[src/rtl/warp_rr_issue_arbiter_pkg.sv]
// Shared definitions for the warp round-robin issue arbiter: state encoding
// and a width helper used to check the grant index width.
package warp_rr_issue_arbiter_pkg;

    localparam logic ST_IDLE  = 1'b0;
    localparam logic ST_GRANT = 1'b1;

    function automatic int clog2_f(input int value);
        int width_v;
        int span_v;
        width_v = 0;
        span_v  = 1;
        while (span_v < value) begin
            span_v  = span_v * 2;
            width_v = width_v + 1;
        end
        return width_v;
    endfunction

endpackage

[src/rtl/warp_rr_issue_arbiter_rr_pick.sv]
// Combinational round-robin pick: first set bit of cand at or after start,
// wrapping past NUM_REQ-1 back to index 0.
module warp_rr_issue_arbiter_rr_pick #(
    parameter int NUM_REQ   = 4,
    parameter int REQ_WIDTH = 2
) (
    input  logic [NUM_REQ-1:0]   cand,
    input  logic [REQ_WIDTH-1:0] start,
    output logic                 found,
    output logic [NUM_REQ-1:0]   pick_oh,
    output logic [REQ_WIDTH-1:0] pick_bin
);

    localparam int DW = 2 * NUM_REQ;

    logic [DW-1:0] dbl_s;
    logic [DW-1:0] masked_s;
    int            idx_s;

    // Upper copy of cand supplies the wrapped part of the search order.
    always_comb begin
        dbl_s    = {cand, cand};
        masked_s = dbl_s & ~((DW'(1'b1) << start) - DW'(1'b1));
        found    = |cand;
        idx_s    = 0;
        for (int i = DW - 1; i >= 0; i--) begin
            idx_s = masked_s[i] ? i : idx_s;
        end
        pick_bin = (idx_s >= NUM_REQ) ? REQ_WIDTH'(idx_s - NUM_REQ) : REQ_WIDTH'(idx_s);
        pick_oh  = found ? (NUM_REQ'(1'b1) << pick_bin) : {NUM_REQ{1'b0}};
    end

endmodule

[src/rtl/warp_rr_issue_arbiter.sv]
// Round-robin issue arbiter: registers a grant, presents it with valid/ready,
// and advances priority past the winner once the handshake completes.
module warp_rr_issue_arbiter
    import warp_rr_issue_arbiter_pkg::*;
#(
    parameter int NUM_REQ   = 4,
    parameter int REQ_WIDTH = 2
) (
    input  logic                 clk,
    input  logic                 rst,
    input  logic [NUM_REQ-1:0]   req,
    output logic                 out_valid,
    input  logic                 out_ready,
    output logic [NUM_REQ-1:0]   grant_oh,
    output logic [REQ_WIDTH-1:0] grant_bin,
    output logic [NUM_REQ-1:0]   ack
);

    localparam int                   MIN_WIDTH = clog2_f(NUM_REQ);
    localparam logic [REQ_WIDTH-1:0] LAST_IDX  = REQ_WIDTH'(NUM_REQ - 1);

    logic                 state_r;
    logic [REQ_WIDTH-1:0] ptr_r;
    logic                 handshake_s;
    logic [NUM_REQ-1:0]   cand_s;
    logic [REQ_WIDTH-1:0] next_ptr_s;
    logic [REQ_WIDTH-1:0] start_s;
    logic                 found_s;
    logic [NUM_REQ-1:0]   pick_oh_s;
    logic [REQ_WIDTH-1:0] pick_bin_s;

    // Handshake, ack and the search start; on a handshake the search already
    // begins one past the current winner so the next grant follows bubble-free.
    always_comb begin
        handshake_s = out_valid & out_ready;
        ack         = grant_oh & {NUM_REQ{handshake_s}};
        cand_s      = req & ~ack;
        if (grant_bin == LAST_IDX) begin
            next_ptr_s = {REQ_WIDTH{1'b0}};
        end else begin
            next_ptr_s = grant_bin + REQ_WIDTH'(1'b1);
        end
        if (handshake_s) begin
            start_s = next_ptr_s;
        end else begin
            start_s = ptr_r;
        end
    end

    warp_rr_issue_arbiter_rr_pick #(
        .NUM_REQ  (NUM_REQ),
        .REQ_WIDTH(REQ_WIDTH)
    ) u_pick (
        .cand    (cand_s),
        .start   (start_s),
        .found   (found_s),
        .pick_oh (pick_oh_s),
        .pick_bin(pick_bin_s)
    );

    // Grant state machine with registered grant outputs.
    always_ff @(posedge clk) begin
        if (rst) begin
            state_r   <= ST_IDLE;
            out_valid <= 1'b0;
            grant_oh  <= {NUM_REQ{1'b0}};
            grant_bin <= {REQ_WIDTH{1'b0}};
            ptr_r     <= {REQ_WIDTH{1'b0}};
        end else begin
            case (state_r)
                ST_IDLE: begin
                    if (found_s) begin
                        state_r   <= ST_GRANT;
                        out_valid <= 1'b1;
                        grant_oh  <= pick_oh_s;
                        grant_bin <= pick_bin_s;
                    end
                end
                ST_GRANT: begin
                    if (out_ready) begin
                        ptr_r <= next_ptr_s;
                        if (found_s) begin
                            grant_oh  <= pick_oh_s;
                            grant_bin <= pick_bin_s;
                        end else begin
                            state_r   <= ST_IDLE;
                            out_valid <= 1'b0;
                            grant_oh  <= {NUM_REQ{1'b0}};
                            grant_bin <= {REQ_WIDTH{1'b0}};
                        end
                    end
                end
                default: begin
                    state_r   <= ST_IDLE;
                    out_valid <= 1'b0;
                    grant_oh  <= {NUM_REQ{1'b0}};
                    grant_bin <= {REQ_WIDTH{1'b0}};
                    ptr_r     <= {REQ_WIDTH{1'b0}};
                end
            endcase
        end
    end

`ifndef SYNTHESIS
    a_width: assert property (@(posedge clk) REQ_WIDTH >= MIN_WIDTH);
    a_onehot: assert property (@(posedge clk) disable iff (rst)
        out_valid |-> $onehot(grant_oh));
    a_bin_match: assert property (@(posedge clk) disable iff (rst)
        out_valid |-> (grant_oh == (NUM_REQ'(1'b1) << grant_bin)));
    a_stall_stable: assert property (@(posedge clk) disable iff (rst)
        (out_valid && !out_ready) |=> (out_valid && $stable(grant_oh) && $stable(grant_bin)));
    a_bin_range: assert property (@(posedge clk) disable iff (rst)
        grant_bin <= LAST_IDX);
`endif

endmodule

[config.mk]
export PLATFORM = sky130hd
export DESIGN_NAME = warp_rr_issue_arbiter
export DESIGN_NICKNAME = d
export VERILOG_FILES = /design/src/rtl/warp_rr_issue_arbiter_pkg.sv /design/src/rtl/warp_rr_issue_arbiter_rr_pick.sv /design/src/rtl/warp_rr_issue_arbiter.sv
export SDC_FILE = /design/constraint.sdc
export NUM_CORES = 1
export LEC_CHECK = 0
export BUFFER_PORTS_ARGS = -buffer_cell sky130_fd_sc_hd__buf_4
export CAP_MARGIN = 20
export CORE_UTILIZATION = 50
export CTS_BUF_LIST = sky130_fd_sc_hd__clkbuf_16
export CTS_CLUSTER_DIAMETER = 120
export CTS_CLUSTER_SIZE = 40
export DETAILED_ROUTE_END_ITERATION = 10
export GPL_TIMING_DRIVEN = 0
export PLACE_DENSITY = 0.74
export SLEW_MARGIN = 20
export SYNTH_ARGS = -nofsm -noshare
export SYNTH_HDL_FRONTEND = slang
export SYNTH_SLANG_ARGS = --single-unit
[constraint.sdc]
create_clock -name clk -period 3.2 [get_ports clk]
set_clock_uncertainty 0.05 [all_clocks]
set_input_delay 0.96 -clock clk [delete_from_list [all_inputs] [get_ports clk]]
set_output_delay 0.96 -clock clk [all_outputs]
set_load 0.005 [all_outputs]
======== After elaboration in Yosys (flattened, before gate mapping) ========
Index checks and enable logic that the tools add are counted.
word-level totals
  logic and storage cells ................. 52
  input port bits ......................... 7
  flip-flop bits (word level) ............. 10
  output and inout port bits .............. 11
cells by class
  magnitude comparators ................... 1
  bitwise gates (word level) .............. 7
  add/sub/neg operators ................... 3
  shift-type cells ........................ 2
  mux-type cells .......................... 26
  reduce and logical (&&, ||, !) cells .... 4
  equal/unequal tests ..................... 4
operators by type and width
  cell                                                                 count
  two-way mux 32 bit                                                   7
  greater-or-equal comparator 32 x 4 -> 1 bit (second input constant)  1
  two-way mux 2 bit                                                    6
  two-way mux 4 bit                                                    3
  AND 4 bit                                                            2
  AND 8 bit                                                            1
  inverter 8 bit                                                       1
  case mux 4 bit (2 select lines)                                      1
  left shift 1 x 2 -> 8 bit (first input constant)                     1
  subtractor 8 x 1 -> 8 bit (second input constant)                    1
  != test 2 bit (second input constant)                                3
  two-way mux 1 bit                                                    5
  inverter 4 bit                                                       1
  case mux 1 bit (2 select lines)                                      2
  case mux 2 bit (2 select lines)                                      1
  AND reduction 2 bit                                                  2
  OR reduction 4 bit                                                   1
  left shift 1 x 2 -> 4 bit (first input constant)                     1
  two-way mux 3 bit                                                    1
  AND reduction 3 bit                                                  1
  adder 2 x 1 -> 2 bit (second input constant)                         1
  == test 2 bit (second input constant)                                1
  subtractor 2 x 1 -> 2 bit (second input constant)                    1
  AND 1 bit                                                            1
  inverter 1 bit                                                       1

======== Depth between registers and ports, before layout ========
Gate-level depths: netlist (run 1).
  depth in word-level cells ............... 21
  gate-level depth with buffers ........... 9
  mapped depth without buffers ............ 9

======== By module ========
Synthesis (run 1) repeated with hierarchy kept, for this count alone.
second synthesis, totals
  cell total of the unflattened synthesis .. 80
  area total of the unflattened synthesis .. 770.7 µm²
by module, submodules not included
  module                         times used  cells each  area each (µm²)  seq. area each (µm²)
  warp_rr_issue_arbiter          1           58          606.8            200.2
  warp_rr_issue_arbiter_rr_pick  1           22          163.9            0.0

======== Worst setup path after synthesis (run 1) ========
Ideal clock, no wire load.
  path type ............................... input to register
  start point ............................. in out_ready
  end point ............................... reg grant_oh[2]
  setup slack ............................. 0.545 ns
  path buffers ............................ 1
  stages .................................. 9
  data arrival time ....................... 2.513 ns
  setup time .............................. 0.092 ns
  data required time ...................... 3.058 ns
  path through ............................ buf_6 > a21boi_0 > nor2_1 > o21ai_0 > ha_1 > and3_4 > a221o_1 > a21o_1 > o32ai_1
between the ends
  word-level cells in the longest chain between the ends .. 20
  elaborated cells between the ends (all ways) .. 29
  classes of those cells .................. add/sub: 2; order compare: 1; eq/ne: 2; shift: 2; mux: 14; bitwise: 6; reduce/logical: 2
RTL lines
  what                                                                                      line                                 source
  start: declaration                                                                        warp_rr_issue_arbiter.sv:13          input logic out_ready,
  AND 1 bit                                                                                 warp_rr_issue_arbiter.sv:35          handshake_s = out_valid & out_ready;
  two-way mux 2 bit                                                                         warp_rr_issue_arbiter.sv:43          if (handshake_s) begin
  left shift 1 x 2 -> 8 bit                                                                 warp_rr_issue_arbiter_rr_pick.sv:23  masked_s = dbl_s & ~((DW'(1'b1) << start) - DW'(1'b1));
  subtractor 8 x 1 -> 8 bit                                                                 warp_rr_issue_arbiter_rr_pick.sv:23
  inverter 8 bit                                                                            warp_rr_issue_arbiter_rr_pick.sv:23
  AND 8 bit                                                                                 warp_rr_issue_arbiter_rr_pick.sv:23
  two-way mux 3 bit                                                                         warp_rr_issue_arbiter_rr_pick.sv:27  idx_s = masked_s[i] ? i : idx_s;
  two-way mux 32 bit (7 in series)                                                          warp_rr_issue_arbiter_rr_pick.sv:27
  greater-or-equal comparator 32 x 4 -> 1 bit or subtractor 2 x 1 -> 2 bit (tied branches)  warp_rr_issue_arbiter_rr_pick.sv:29  pick_bin = (idx_s >= NUM_REQ) ? REQ_WIDTH'(idx_s - NUM_REQ) : REQ_WIDTH'(idx_s);
  two-way mux 2 bit                                                                         warp_rr_issue_arbiter_rr_pick.sv:29
  left shift 1 x 2 -> 4 bit                                                                 warp_rr_issue_arbiter_rr_pick.sv:30  pick_oh = found ? (NUM_REQ'(1'b1) << pick_bin) : {NUM_REQ{1'b0}};
  two-way mux 4 bit                                                                         warp_rr_issue_arbiter.sv:82          if (found_s) begin
  two-way mux 4 bit                                                                         warp_rr_issue_arbiter.sv:80          if (out_ready) begin
  case mux 4 bit (2 select lines)                                                           warp_rr_issue_arbiter.sv:70          case (state_r)
  end signal: assignment                                                                    warp_rr_issue_arbiter.sv:75          grant_oh <= pick_oh_s;
  end signal: assignment                                                                    warp_rr_issue_arbiter.sv:83          grant_oh <= pick_oh_s;
  end signal: assignment                                                                    warp_rr_issue_arbiter.sv:88          grant_oh <= {NUM_REQ{1'b0}};
  end: declaration                                                                          warp_rr_issue_arbiter.sv:14          output logic [NUM_REQ-1:0] grant_oh,
Several ways; a longest one is shown, not always the timed one. The select of a mux whose other input is x is not followed.
A chain may end at the register's enable or synchronous reset.

======== Worst setup path after layout (run 1) ========
  start point ............................. in out_ready
  end point ............................... reg grant_oh[3]
The elaborated chain is that of the path after synthesis.

==> results of run 1 <==
## cells in the mapped netlist (all sizes together)
library cell and count:
a21o 1, or2 1, ha 2, a221o 1, a211oi 1, nor2 4, and3 4, a221oi 1
inv 10, a41o 1, o22ai 2, o41ai 1, nand3 6, o21ai 2, nand2 10, a21boi 2
a31o 1, a211o 2, a2bb2oi 1, a21oi 6, and4b 1, nand2b 1, o31a 1, a311oi 2
and4bb 1, o21ba 1, o32ai 4, dfxtp 10, buf 2, o31ai 1
## layout make-up
type                       count  area, sq um  area share (%)
buffer                         2         18.8            2.02
clock buffer                   3         75.1            8.09
clock inverter                 1         3.75           0.404
inverter                      10         37.5            4.04
multi-input combinational     61          447            48.1
sequential                    10          200            21.6
tap                           15         18.8            2.02
timing repair buffer          17          128            13.7
## worst reg2reg max path, delay by kind of cell, from the launching register on
kind / cells / cell delay [ps]
AOI/OAI and AO/OA: 4 / 870
adders and majority gates: 2 / 610
DFF: 1 / 410
and+or+nand+nor: 3 / 520
## path summary, 6_finish.rpt
| path | from | endpoint | slack [ps] | depth (start not counted) |
|---|---|---|---|---|
| setup / recovery | out_ready | grant_oh[3] | 420 | 10 |
| hold / removal | ptr_r[0] | ptr_r[0] | 420 | 2 |
| setup reg to reg | grant_bin[0] | grant_oh[3] | 640 | 9 |
| hold reg to reg | ptr_r[0] | ptr_r[0] | 420 | 2 |
## kinds of logic after synthesis
kind of cell / after synthesis
AOI/OAI and AO/OA: 31
adders and majority gates: 2
buffers and inverters: 12
DFF: 10
and+or+nand+nor: 28
## report_power, final
part | switching [mW] | total [mW] | internal (mW) | leakage (nW)
registers | 0.0133 | 0.151 | 0.138 | 0.0824
clock network | 0.0602 | 0.224 | 0.164 | 0.0385
logic | 0.0629 | 0.123 | 0.0597 | 0.315
## cell usage in the layout, fill, tap and decap left out, drive strengths merged
cell type,Yosys,routed
a211o,2,2
a211oi,1,1
a21boi,2,2
a21o,1,1
a21oi,6,6
a221o,1,1
a221oi,1,1
a2bb2oi,1,1
a311oi,2,2
a31o,1,1
a41o,1,1
and3,4,4
and4b,1,1
and4bb,1,1
buf,2,19
clkbuf,0,3
clkinv,0,1
dfxtp,10,10
ha,2,2
inv,10,10
nand2,10,10
nand2b,1,1
nand3,6,6
nor2,4,4
o21ai,2,2
o21ba,1,1
o22ai,2,2
o31a,1,1
o31ai,1,1
o32ai,4,4
o41ai,1,1
or2,1,1
## sequential cells by signal, summed over array words and instances (netlist names)
signal / flops
out_valid: 1
grant_oh: 4
state_r: 1
ptr_r: 2
grant_bin: 2
## metal layers
layer,vias up,wire length (microns)
met5,-,0
met4,0,23
met3,4,140
met2,28,800
met1,343,833
li1,361,-
==> results.cfg, run 1 <==
[die]
fp.dieW_microns = 39.5
num_io_pins = 18
die_h_microns = 39.5
die_area_sq_um = 1560
coreArea_sq_um = 1300
initial_core_util_pct = 54.0
std_cell_rows = 13

[detailed_routing]
vias = 736
first_pass_iters = 4
drtIter0Drc = 27
drt.antenna.violating_nets = 0
avgViaCountPerCell = 6.18
drt-total-wl_microns = 1800
drc = 0
routedWlPerCell_microns = 15.1

[timing]
worst_pin_slew_ps = 472
final_hold_viol_count = 0
rsz0062_at_grt = false
finalSetupViolCount = 0
max_slew_margin_pct = 68.3
fmax_mhz = 360
min_period_ps = 2780
hold_ws_ps = 423
report.final.slew_viol_count = 0
min_period_over_period_pct = 86.8
timing.final.ws_setup_ps = 424
fin_tns_setup_ps = 0

[synth]
syn_nets = 92
synth_top_family_by_area = compound AO/OA/AOI/OAI gates
synth_top_cells_by_area = dfxtp_1 (28%), inv_1 (5.3%), nand2_1 (5.3%)
yosys.cell_types.count = 34
syn_inst = 83
yosys.area_share.simple_pct = 22.4
ys_seq_area_share_pct = 28.5
synth_area_leader_cell = dfxtp_1
syn-cell-area_sq_um = 703
synthXorXnorAreaFrac_pct = 0
muxShareOfSynthArea_pct = 0
synth_compound_area_share_pct = 37.5
yosysWarnings = 0
avgSynthCellArea_sq_um = 8.47
synth.top_cell.area_share_pct = 28.5
ys_ff_latch = 10
synth_fa_ha_area_share_pct = 3.56

[flow_run]
maxCapViolations = 0

[grt]
grt_pass1_wl_microns = 2550
busiest_layer = met2
antenna_found_initial = 0
grt_overflow = 0
met2_usage_pct = 35.2
grt_use_met3_pct = 6.82
track_usage_pct = 24.8
globalRouteMet1Util_pct = 34.4
grt_max_degree = 11
grt_pass1_vias = 578

[place]
dpl_cell_area_sq_um = 850
io_buffers = 17
place_inst = 115
post-dp-hpwl_microns = 1310
place_ws_ps = 227
place_congestion = 0.927

[final_layout]
fin_area_sq_um = 928
diodes = 0
fin_cells = 119
final_net_count = 114
drive_gt1_share_pct = 30.8
fillers = 99
final_util_pct = 71.3
syn_to_final_growth_pct = 32.0

[clock_tree]
hold_buffers = 0
cts_tree = built
numCtsBuffers = 3
cts_setup_buffers = 0
clk_latency_ps = 240
htree_levels = 1
cts_sinks = 10
cts_buffer_depth = 2
path_clk_slew_ps = 40
root_buffer = clkbuf_16
ctsResizeCount = 0

[setup_path]
critPathTopFamily = compound AO/OA/AOI/OAI gates
max_stage_delay_ps = 310
path_cells = buf_4 > buf_6 > a21boi_0 > nor2_1 > o21ai_0 > ha_1 > and3_4 > a221o_1 > a21o_1 > o32ai_1
cp_num_buf_inv = 2
crit_fanout = 10
worstSetupStartpointType = input port
end_kind = flip-flop
path_class = input port to flip-flop
worstPathRequired_ps = 3290
crit_arrival_ps = 2860
cp_slowest_cell = ha_1

[pwr]
leakage_nw = 0.436
cellPowerDensity_nw_per_um2 = 536
p_total_uw = 498
peakVddDrop_uv = 354

[hold_path]
hold_path_class = flip-flop to flip-flop

[run_status]
status = complete, no violations
(Power assumes the default switching activity.)
==> inputs of run 2 (changes only) <==
--- a/config.mk
+++ b/config.mk
@@ -13,7 +13,7 @@
 export CTS_CLUSTER_SIZE = 40
 export DETAILED_ROUTE_END_ITERATION = 10
 export GPL_TIMING_DRIVEN = 0
-export PLACE_DENSITY = 0.74
+export PLACE_DENSITY_LB_ADDON = 0.1
 export SLEW_MARGIN = 20
 export SYNTH_ARGS = -nofsm -noshare
 export SYNTH_HDL_FRONTEND = slang
==> run 2 against run 1 <==
  * Total power fell by 0.52%
  * Fmax is essentially flat
  * Worst setup slack got worse by 2.4 ps
  * Hold slack worse by 3.0 ps
  * Clock power about the same
  * Sequential share of layout area unchanged
  * Largest cell class unchanged
==> results.cfg, run 2 (synthesis gave the netlist of run 1 again) <==
[run_status]
status = complete, no violations

[clock_tree]
hold_buffers = 0
path_clk_slew_ps = 40
cts_tree = built
cts_sinks = 10
ctsResizeCount = 0
clk_latency_ps = 240
root_buffer = clkbuf_16
cts_buffer_depth = 2
cts_setup_buffers = 0
htree_levels = 1
numCtsBuffers = 3

[setup_path]
worstPathRequired_ps = 3290
crit_fanout = 10
reg2reg_from = grant_bin[0]
path_class = input port to flip-flop
worstReg2RegEnd = grant_oh[2]
reg2reg_depth = 9
worstSetupStartpointType = input port
end_kind = flip-flop
rrSetupSlack_ps = 660
crit_arrival_ps = 2870

[detailed_routing]
avgViaCountPerCell = 6.16
drt-total-wl_microns = 1800
routedWlPerCell_microns = 15.2
vias = 733
drtIter0Drc = 34
drc = 0
drt.antenna.violating_nets = 0
first_pass_iters = 4

[die]
std_cell_rows = 13
coreArea_sq_um = 1300
die_h_microns = 39.5
initial_core_util_pct = 54.0
fp.dieW_microns = 39.5
num_io_pins = 18
die_area_sq_um = 1560

[place]
place_congestion = 0.875
place_ws_ps = 190
io_buffers = 17
post-dp-hpwl_microns = 1340

[timing]
min_period_ps = 2780
fmax_mhz = 360
max_slew_margin_pct = 64.8
final_hold_viol_count = 0
worst_pin_slew_ps = 522
rsz0062_at_grt = false
finalSetupViolCount = 0
report.final.slew_viol_count = 0
timing.final.ws_setup_ps = 422
fin_tns_setup_ps = 0
min_period_over_period_pct = 86.8

[grt]
grt_overflow = 0
antenna_found_initial = 0
grt_pass1_vias = 617
track_usage_pct = 27.3
grt_pass1_wl_microns = 2820
grt_max_degree = 11

[final_layout]
mostFrequentLayoutCells = buf_4 (18), inv_1 (10), nand2_1 (10), dfxtp_1 (10), a21oi_1 (6)
syn_to_final_growth_pct = 32.0
drive_gt1_share_pct = 30.8
diodes = 0
largest_reg_flops = 4
final_net_count = 114
final_common_cell = buf_4
max_flop_register = grant_oh
reg_top3 = grant_oh: 4 flops, grant_bin: 2 flops, ptr_r: 2 flops

[hold_path]
hold_path_class = flip-flop to flip-flop
min_from = ptr_r[1]
whs_endpoint = ptr_r[1]
holdPathStages = 2

[pwr]
peakVddDrop_uv = 427
cellPowerDensity_nw_per_um2 = 533
leakage_nw = 0.436
p_total_uw = 495

[flow_run]
maxCapViolations = 0
==> run 2: cell counts in the layout (fill, tap and decap cells not counted) <==
Identical to the previous run, type by type.
==> run 2: metal layers <==
| metal | vias to the layer above | global-route usage, % | part of all wire, % |
|---|---|---|---|
| li1 | 358 | - | - |
| met1 | 339 | 36.8 | 47 |
| met2 | 32 | 42.2 | 46 |
| met3 | 4 | 5.11 | 5.1 |
| met4 | 0 | 10.3 | 1.5 |
| met5 | - | 0 | 0 |
==> run 2: area by class of cell <==
| type | instances | area (sq um) |
|---|---|---|
| plain buffers | 2 | 18.8 |
| clock buffers | 3 | 75.1 |
| well taps | 15 | 18.8 |
| clock inverters | 1 | 3.75 |
| fillers | 107 | 373 |
| inverters | 10 | 37.5 |
| flip-flops and latches | 10 | 200 |
| multi-input cells | 61 | 447 |
| repair buffers | 17 | 128 |
==> run 2: worst max path at each step <==
| stage | startpoint | to | slack [ps] | cells after the start |
|---|---|---|---|---|
| finish | out_ready | grant_oh[2] | 420 | 10 |
| detailed placement | out_ready | grant_oh[2] | 190 | 10 |
| global route | out_ready | grant_oh[2] | 280 | 10 |
| global placement | out_ready | grant_oh[2] | 260 | 10 |
| CTS | out_ready | grant_oh[2] | 430 | 10 |
| floorplan | out_ready | grant_oh[2] | 540 | 9 |
==> run 2: critical path, stage by stage <==
cell and delay [ps]:
buf_4 130, buf_6 150, a21boi_0 120, nor2_1 170, o21ai_0 120, ha_1 320
and3_4 160, a221o_1 300, a21o_1 180, o32ai_1 270
==> run 2: through the flow <==
step	hold slack [ps]	cells	util [%]	area [sq um]
6_report	420	119	71.3	928
2_1_floorplan	389	83	-	703
3_5_place_dp	413	115	65.3	850
4_1_cts	418	119	71.3	928
3_3_place_gp	410	115	65.3	850
5_1_grt	447	119	71.3	928
==> run 2: power breakdown <==
part | switching, mW | internal (mW)
combinational | 0.0636 | 0.0600
sequential | 0.0127 | 0.138
clock | 0.0575 | 0.164
